**src/rtl/if_stage_prefetch.sv**
```systemverilog
// Instruction-fetch prefetcher: credit-limited in-order requests, response FIFO to ID, branch flush.
// Latency: response to id_valid one cycle; backpressure: id_ready=0 fills the output FIFO, then imem_req drops.

module if_stage_prefetch_fifo #(
  parameter int W     = 32,
  parameter int DEPTH = 4,
  localparam int PW   = $clog2(DEPTH),
  localparam int CW   = $clog2(DEPTH + 1)
) (
  input  logic          clk,
  input  logic          rst,
  input  logic          clr_i,
  input  logic          push_i,
  input  logic [W-1:0]  din_i,
  input  logic          pop_i,
  output logic [W-1:0]  dout_o,
  output logic [CW-1:0] cnt_o
);

  logic [W-1:0]  mem_q [DEPTH];
  logic [PW-1:0] wr_ptr_q, wr_ptr_d;
  logic [PW-1:0] rd_ptr_q, rd_ptr_d;
  logic [CW-1:0] cnt_q, cnt_d;

  always_comb begin
    wr_ptr_d = wr_ptr_q;
    rd_ptr_d = rd_ptr_q;
    cnt_d    = cnt_q;
    if (clr_i) begin
      wr_ptr_d = '0;
      rd_ptr_d = '0;
      cnt_d    = '0;
    end else begin
      if (push_i) wr_ptr_d = wr_ptr_q + PW'(1);
      if (pop_i)  rd_ptr_d = rd_ptr_q + PW'(1);
      cnt_d = cnt_q + CW'(push_i) - CW'(pop_i);
    end
  end

  always_ff @(posedge clk or negedge rst) begin
    if (!rst) begin
      wr_ptr_q <= '0;
      rd_ptr_q <= '0;
      cnt_q    <= '0;
    end else begin
      wr_ptr_q <= wr_ptr_d;
      rd_ptr_q <= rd_ptr_d;
      cnt_q    <= cnt_d;
    end
  end

  // Storage needs no reset; a write while full is only legal alongside a pop of the same slot.
  always_ff @(posedge clk) begin
    if (push_i && !clr_i) mem_q[wr_ptr_q] <= din_i;
  end

  assign dout_o = mem_q[rd_ptr_q];
  assign cnt_o  = cnt_q;

endmodule

module if_stage_prefetch #(
  parameter int ADDR_W = 32,
  parameter int INST_W = 32,
  parameter int DEPTH  = 4,
  parameter logic [ADDR_W-1:0] RESET_PC = '0
) (
  input  logic              clk,
  input  logic              rst,
  input  logic              br_taken,
  input  logic [ADDR_W-1:0] br_target,
  output logic              imem_req,
  output logic [ADDR_W-1:0] imem_addr,
  input  logic              imem_gnt,
  input  logic              imem_rvalid,
  input  logic [INST_W-1:0] imem_rdata,
  output logic              id_valid,
  input  logic              id_ready,
  output logic [ADDR_W-1:0] id_pc,
  output logic [INST_W-1:0] id_instr
);

  localparam int CW = $clog2(DEPTH + 1);
  localparam int SW = CW + 2;

  typedef struct packed {
    logic [ADDR_W-1:0] pc;
    logic [INST_W-1:0] instr;
  } out_ent_t;

  logic [ADDR_W-1:0] fetch_pc_q, fetch_pc_d;
  logic [CW-1:0]     disc_q, disc_d;
  logic [CW-1:0]     pend_cnt, occ;
  logic [ADDR_W-1:0] pend_pc;
  out_ent_t          out_din, out_head;
  logic              credit_ok, any_fly, resp, fire, keep, id_pop;

  // Every granted request owns a future output slot, so kept responses never overflow.
  assign credit_ok = (SW'(pend_cnt) + SW'(disc_q) + SW'(occ)) < SW'(DEPTH);
  assign any_fly   = (pend_cnt != '0) || (disc_q != '0);
  assign resp      = imem_rvalid && any_fly;
  assign imem_req  = rst && !br_taken && credit_ok;
  assign imem_addr = fetch_pc_q;
  assign fire      = imem_req && imem_gnt;
  assign keep      = resp && !br_taken && (disc_q == '0);
  assign id_valid  = rst && !br_taken && (occ != '0);
  assign id_pop    = id_valid && id_ready;

  assign out_din.pc    = pend_pc;
  assign out_din.instr = imem_rdata;
  assign id_pc         = out_head.pc;
  assign id_instr      = out_head.instr;

  if_stage_prefetch_fifo #(.W(ADDR_W), .DEPTH(DEPTH)) u_pend_fifo (
    .clk    (clk),
    .rst    (rst),
    .clr_i  (br_taken),
    .push_i (fire),
    .din_i  (fetch_pc_q),
    .pop_i  (keep),
    .dout_o (pend_pc),
    .cnt_o  (pend_cnt)
  );

  if_stage_prefetch_fifo #(.W($bits(out_ent_t)), .DEPTH(DEPTH)) u_out_fifo (
    .clk    (clk),
    .rst    (rst),
    .clr_i  (br_taken),
    .push_i (keep),
    .din_i  (out_din),
    .pop_i  (id_pop),
    .dout_o (out_head),
    .cnt_o  (occ)
  );

  always_comb begin
    fetch_pc_d = fetch_pc_q;
    disc_d     = disc_q;
    if (br_taken) begin
      // Everything still in flight becomes garbage, minus a response landing this very cycle.
      fetch_pc_d = br_target;
      disc_d     = pend_cnt + disc_q - CW'(resp);
    end else begin
      if (fire) fetch_pc_d = fetch_pc_q + ADDR_W'(4);
      if (resp && (disc_q != '0)) disc_d = disc_q - CW'(1);
    end
  end

  always_ff @(posedge clk or negedge rst) begin
    if (!rst) begin
      fetch_pc_q <= RESET_PC;
      disc_q     <= '0;
    end else begin
      fetch_pc_q <= fetch_pc_d;
      disc_q     <= disc_d;
    end
  end

endmodule

```
**config.mk**
```make
export PLATFORM = sky130hd
export DESIGN_NAME = if_stage_prefetch
export DESIGN_NICKNAME = d
export VERILOG_FILES = /design/src/rtl/if_stage_prefetch.sv
export SDC_FILE = /design/constraint.sdc
export NUM_CORES = 1
export LEC_CHECK = 0
export ABC_AREA = 1
export BUFFER_PORTS_ARGS = -buffer_cell sky130_fd_sc_hd__buf_2
export CAP_MARGIN = 20
export CORE_MARGIN = 2
export CORE_UTILIZATION = 25
export CTS_CLUSTER_DIAMETER = 30
export DETAILED_ROUTE_END_ITERATION = 10
export SYNTH_ARGS = -nofsm -noshare
export SYNTH_HDL_FRONTEND = slang
export SYNTH_SLANG_ARGS = --single-unit
```
**constraint.sdc**
```tcl
create_clock -name clk -period 6.6 [get_ports clk]
set_input_delay 0.33 -clock clk [delete_from_list [all_inputs] [get_ports clk]]
set_output_delay 0.33 -clock clk [all_outputs]
set_load 0.01 [all_outputs]
```
==> results.cfg, run 1 <==
[synthesis]
synth_ff_type = edfxtp_1
avgSynthCellArea_um2 = 12.2
async_flop_share_pct = 11.3
synth_common_cells = 384 x edfxtp_1, 258 x nor2_1, 208 x o21ai_0
syn_nets = 1549
synth_cells = 1452
ys_types = 29
synth.most_common_cell = edfxtp_1
ys_ff_latch = 433
netlist.top_cell.by_area = edfxtp_1
synth_edf_count = 384
synthTopCellsByArea = edfxtp_1 65%, dfrtp_1 6.9%, o21ai_0 5.9%, nor2_1 5.5%, nand2_1 3.9%
yosysSeqAreaShare_pct = 72.1
synth_top_area_share_pct = 65.2
ys_warn_count = 0
synthesis.area_mm2 = 0.0177

[grt]
grtUsageTotal_pct = 12.5
grt_overflow = 0
antenna_found_initial = 0
grt_pass1_wl_um = 70500
grt_pass1_vias = 11986
grt_max_degree = 87

[worst_hold_path]
hold_class = in -> reg
worstHoldStart = br_target[27]
min_delay_path_depth = 3
holdPathEnd = imem_addr[27]

[sta]
final.period_utilization_pct = 61.1
slew_viol_final = 0
setup_viol = 0
final.setup.tns_ns = 0
rsz0062_at_grt = false
relSlewSlack_pct = 29.8
hold_viol_final = 0
worst_clock_skew_ns = 0.0434
worst_slew_pin_slew_ns = 1.05
period_needed_ns = 4.03
clock.fmax_mhz = 248

[pwr]
power_frac_seq_pct = 39.4
p_switching_mw = 2.32
p_int_mw = 6.46
p_leak_nw = 8.39
power_mw = 8.77
switching_share_pct = 26.4
p_per_area_mw_per_mm2 = 381
combPwrFrac_pct = 11.5
ir_drop_mv = 0.184
clkPwrFrac_pct = 49.1

[critical_path]
critPathArrivalTime_ns = 4.50
r2r_start = u_pend_fifo.cnt_o[1]
path_common_cell = fa_1
cp.required_ns = 7.06
rr_worst_depth = 12
worstSetupPathType = reg -> reg
critPathMaxStageDelay_ns = 0.58
r2r_slack_ns = 2.57
critical_path.cell_chain = inv_1 > fa_1 > a21oi_1 > fa_1 > a211oi_4 > nand3_4 > inv_2 > ha_1 > inv_1 > fa_1 > o21ai_0 > a21oi_1
cp_num_buf_inv = 3
endpoint_kind = register
rr_endpoint = u_pend_fifo.cnt_o[2]
path_max_fanout = 36
start_kind = register
crit_family = adder cells
crit_slowest_cell = inv_2

[layout]
area_growth_pct = 30.2
final_net_count = 1797
final_util_pct = 32.9
register_area_mm2 = 0.0128
layout-drive-gt1-share_pct = 19.2
final_cells = 2707
nFillCells = 6917
n_antenna_cell = 0
multi_input_area_mm2 = 0.00444

[clocking]
clock-sinks = 433
post-cts-setup-buffers = 0
path_clk_slew_ns = 0.04
cts-root-buf = clkbuf_16
tritoncts = yes
insertion_delay_ns = 0.62
h-tree-depth = 3
cts_buffer_depth = 3
cts_made_buffers = 83

[floorplanning]
die_w_um = 270
die_h_um = 270
io_pins = 168
start_util_pct = 25.3
dieArea_mm2 = 0.0729
core-area_mm2 = 0.0700
fp-row-count = 97

[placed_design]
portBuffers = 167
place_inst = 2498
hpwlAfterDp_um = 28100
place.gp.congestion = 0.849

[drt]
wl_per_cell_um = 17.2
drtIter0Drc = 1007
drcViolationCount = 0
via_per_inst = 4.48
vias = 12123
drt_wl_total_um = 46500
drt-pass1-iter-count = 7
postRouteAntennaNets = 0

[outcome]
status = complete, no violations

[job]
maxCapViolCount = 0
## cells in the final DEF (no fill, tap or decap), drive strengths merged, types with 5 or more instances in the layout
cell type	netlist	final
fa	6	6
nand2	186	186
dlygate4sd3	0	57
ha	21	21
o21ai	209	209
nor2	260	260
xnor2	5	5
buf	24	185
dfrtp	49	49
nand3	65	65
edfxtp	384	384
inv	53	60
bufinv	0	13
o22ai	96	96
xor2	13	13
clkinv	0	29
clkbuf	55	95
a21oi	5	5
clkinvlp	0	8
nand3b	14	14
## stage by stage
step | hold slack [ns] | worst slack (ns) | instance area [um^2]
after floorplan | 0.0344 | 1.93 | 17700
after CTS | 0.00159 | 2.58 | 23000
after detailed placement | 0.490 | 2.63 | 19500
final | 0.0260 | 2.57 | 23000
after global routing | 0.0236 | 2.37 | 23000
after global placement | 0.484 | 2.65 | 19500
## timing repair
action | in CTS | in global routing
hold endpoints to repair | 201 | 0
resized for setup | 0 | 0
hold buffers | 57 | 0
## cells by family (layout without fill, tap and decap cells)
group                      after synthesis  count (layout)  synth area share, %
AOI/OAI and AO/OA                      313             313                 9.64
xor gates and xnor gates                18              18                0.891
DFF                                    433             433                 72.1
and+or+nand+nor                        529             529                 12.1
buffers and inverters                  132             447                 3.07
adders and majority gates               27              27                 2.16
## state kept, by name (all words and copies together), names as in the netlist
name                  count
u_out_fifo.mem_q        256
u_pend_fifo.mem_q       128
imem_addr                32
disc_q                    3
u_out_fifo.cnt_o          3
u_pend_fifo.cnt_o         3
u_out_fifo.rd_ptr_q       2
u_out_fifo.wr_ptr_q       2
u_pend_fifo.rd_ptr_q      2
u_pend_fifo.wr_ptr_q      2
## power by group through the flow
stage          registers [mW]  logic, mW  clock network, mW
3_3_place_gp             3.49      0.976                  0
3_5_place_dp             3.50       1.01                  0
5_1_grt                  3.47       1.15               4.52
6_report                 3.46       1.01               4.30
2_1_floorplan            3.43      0.621                  0
4_1_cts                  3.45       1.04               4.39
## tightest hold or removal path, delay by kind of cell
kind | cells | cell delay, ns
buffers and inverters | 1 | 0.10
and+or+nand+nor | 2 | 0.12
## area by class of cell
type,count,area share (%)
Inverter,53,0.874
Timing Repair Buffer,242,6.69
Multi-Input combinational cell,887,19.2
Clock inverter,57,3.45
Sequential cell,433,55.4
Tap cell,940,5.10
Clock buffer,95,9.25
## worst max-delay path by stage
| stage | from | to | cells after the start |
|---|---|---|---|
| floorplan | disc_q[0] | u_out_fifo.mem_q[0][0] | 8 |
| global placement | u_pend_fifo.cnt_o[1] | u_pend_fifo.cnt_o[2] | 12 |
| detailed placement | u_pend_fifo.cnt_o[1] | u_pend_fifo.cnt_o[2] | 12 |
| CTS | u_pend_fifo.cnt_o[1] | u_pend_fifo.cnt_o[2] | 12 |
| global route | u_pend_fifo.cnt_o[1] | u_pend_fifo.cnt_o[2] | 12 |
| finish | u_pend_fifo.cnt_o[1] | u_pend_fifo.cnt_o[2] | 12 |
## per-layer routing
layer  vias up  global-route usage (%)  share of wire (%)
li1       5721                       -                  -
met1      5957                    16.3                 43
met2       370                    20.6                 48
met3        75                    3.05                6.7
met4         0                    3.48                1.9
met5         -                       0                  0
(Power assumes the default switching activity.)
==> inputs of run 2 (changes only) <==
clock period = 3.3 ns   (was 6.6 ns; I/O delays follow)
==> run 2 against run 1 <==
  * Sequential power up 100%
  * Via count up 1.4%
  * Core utilization up 0.31 points
  * Die area unchanged
  * Count of clock-buffer cells in the layout down 6
  * Setup slack worse by 2.4 ns
  * Clock power up 88%
  * Routed wire length up 1.1%
  * Clock skew down 0.020 ns
  * Critical path depth unchanged
  * Register-to-register slack worse by 2.4 ns
  * Critical path type unchanged
==> results.cfg, run 2 (synthesis gave the netlist of run 1 again) <==
[outcome]
status = complete, no violations

[grt]
grt_overflow = 0
grt_max_degree = 67
grtUsageTotal_pct = 12.7
grt_pass1_vias = 12189
grt_pass1_wl_um = 71400
antenna_found_initial = 0

[layout]
layout_commonest_cell = edfxtp_1
largest_reg_flops = 256
final_cell_mix = 384 x edfxtp_1, 250 x nor2_1, 208 x o21ai_0
final_net_count = 1818
nFillCells = 6893
area_growth_pct = 31.4
layout-drive-gt1-share_pct = 19.9
regMostFlops = u_out_fifo.mem_q

[critical_path]
cp.required_ns = 3.77
critical_path.cell_chain = inv_1 > fa_1 > a21oi_1 > fa_1 > a211oi_4 > nand3_4 > inv_2 > ha_1 > inv_1 > fa_1 > o21ai_0 > a21oi_1
path_common_cell = fa_1
crit_slowest_cell = fa_1
start_kind = register
endpoint_kind = register
critPathMaxStageDelay_ns = 0.48
worstSetupPathType = reg -> reg
critPathArrivalTime_ns = 3.56
path_max_fanout = 4

[drt]
drt-pass1-iter-count = 5
postRouteAntennaNets = 0
vias = 12298
drtIter0Drc = 1135
wirelength_met1_um = 20800
via_per_inst = 4.51
wl_per_cell_um = 17.2
drcViolationCount = 0
wl_met2_um = 22500
wl_met3_um = 2970
drt_wl_total_um = 47000
top_layer = met4

[clocking]
cts_made_buffers = 79
ctsResizeCount = 0
cts-root-buf = clkbuf_16
h-tree-depth = 3
tritoncts = yes
clock-sinks = 433
postCtsHoldBufs = 66
insertion_delay_ns = 0.60
post-cts-setup-buffers = 0
path_clk_slew_ns = 0.04
cts_buffer_depth = 3

[pwr]
clkPwrFrac_pct = 47.3
ir_drop_mv = 0.426
p_switching_mw = 4.59
power_frac_seq_pct = 40.4
p_leak_nw = 8.46
p_int_mw = 12.5
p_per_area_mw_per_mm2 = 735
switching_share_pct = 26.9
combPwrFrac_pct = 12.3

[sta]
final.setup.tns_ns = 0
hold_viol_final = 0
period_needed_ns = 3.10
final.period_utilization_pct = 93.9
worst_slew_pin_slew_ns = 0.812
setup_viol = 0
clock.fmax_mhz = 323
hold_ws_ns = 0.0738
rsz0062_at_grt = false
worst_clock_skew_ns = 0.0237
relSlewSlack_pct = 45.8
slew_viol_final = 0

[floorplanning]
io_pins = 168
die_w_um = 270
die_h_um = 270
start_util_pct = 25.3
dieArea_mm2 = 0.0729
fp-row-count = 97
core-area_mm2 = 0.0700

[placed_design]
hpwlAfterDp_um = 29000
place.gp.congestion = 0.826
portBuffers = 167

[worst_hold_path]
hold_class = in -> reg

[job]
maxCapViolCount = 0
## run 2: stage by stage
stage | instances | cell area, um^2 | worst slack (ns) | total power, mW | util, %
after CTS | 2726 | 23300 | 0.227 | 17.3 | 33.2
after global placement | 2514 | 19900 | 0.271 | 8.99 | 28.4
after floorplan | 1452 | 17700 | -0.331 | 8.12 | -
after global routing | 2726 | 23300 | 0.0234 | 17.8 | 33.2
after detailed placement | 2514 | 19900 | 0.256 | 9.06 | 28.4
final | 2727 | 23300 | 0.202 | 17.1 | 33.2
## run 2: cell type report
cell class,instances,area [um^2],area share [%]
antenna,1,2.50,0.0108
sequential,433,12800,54.9
clock inverter,57,654,2.81
timing repair buffer,267,1950,8.39
tap,940,1180,5.06
multi-input combinational,887,4460,19.2
clock buffer,89,2060,8.84
inverter,53,201,0.866
## run 2: worst max-delay path, delay by kind of cell, from the launching register on
family | cells | cell delay (ns)
buffers and inverters | 3 | 0.21
flip-flops | 1 | 0.44
adder cells (fa/ha/maj) | 4 | 1.46
AND/OR/NAND/NOR | 1 | 0.11
AO/OA/AOI/OAI | 4 | 0.73
## run 2: layer usage
metal  vias up  global-route usage, %
met2       422                   20.7
met5         -                      0
li1       5784                      -
met3        68                   2.97
met1      6024                   16.9
met4         0                   3.52
## run 2: path summary, 6_finish.rpt
| check | start | endpoint | slack (ns) | depth (start not counted) |
|---|---|---|---|---|
| min in group asynchronous | rst | imem_addr[31] | 0.30 | 3 |
| worst min register to register | u_out_fifo.wr_ptr_q[0] | u_out_fifo.wr_ptr_q[0] | 0.55 | 1 |
| max in group asynchronous | rst | u_out_fifo.rd_ptr_q[0] | 2.46 | 3 |
| worst max register to register | u_pend_fifo.cnt_o[1] | u_pend_fifo.cnt_o[2] | 0.20 | 12 |
| worst max-delay path | u_pend_fifo.cnt_o[1] | u_pend_fifo.cnt_o[2] | 0.20 | 12 |
| worst min-delay path | br_taken | u_out_fifo.wr_ptr_q[1] | 0.07 | 5 |
## run 2: power groups by stage
stage	registers [mW]	logic (mW)	clock network, mW
after floorplan	6.86	1.26	0
after global placement	6.98	2.01	0
after detailed placement	7.00	2.06	0
after CTS	6.90	2.14	8.26
after global routing	6.95	2.35	8.54
final	6.91	2.09	8.08
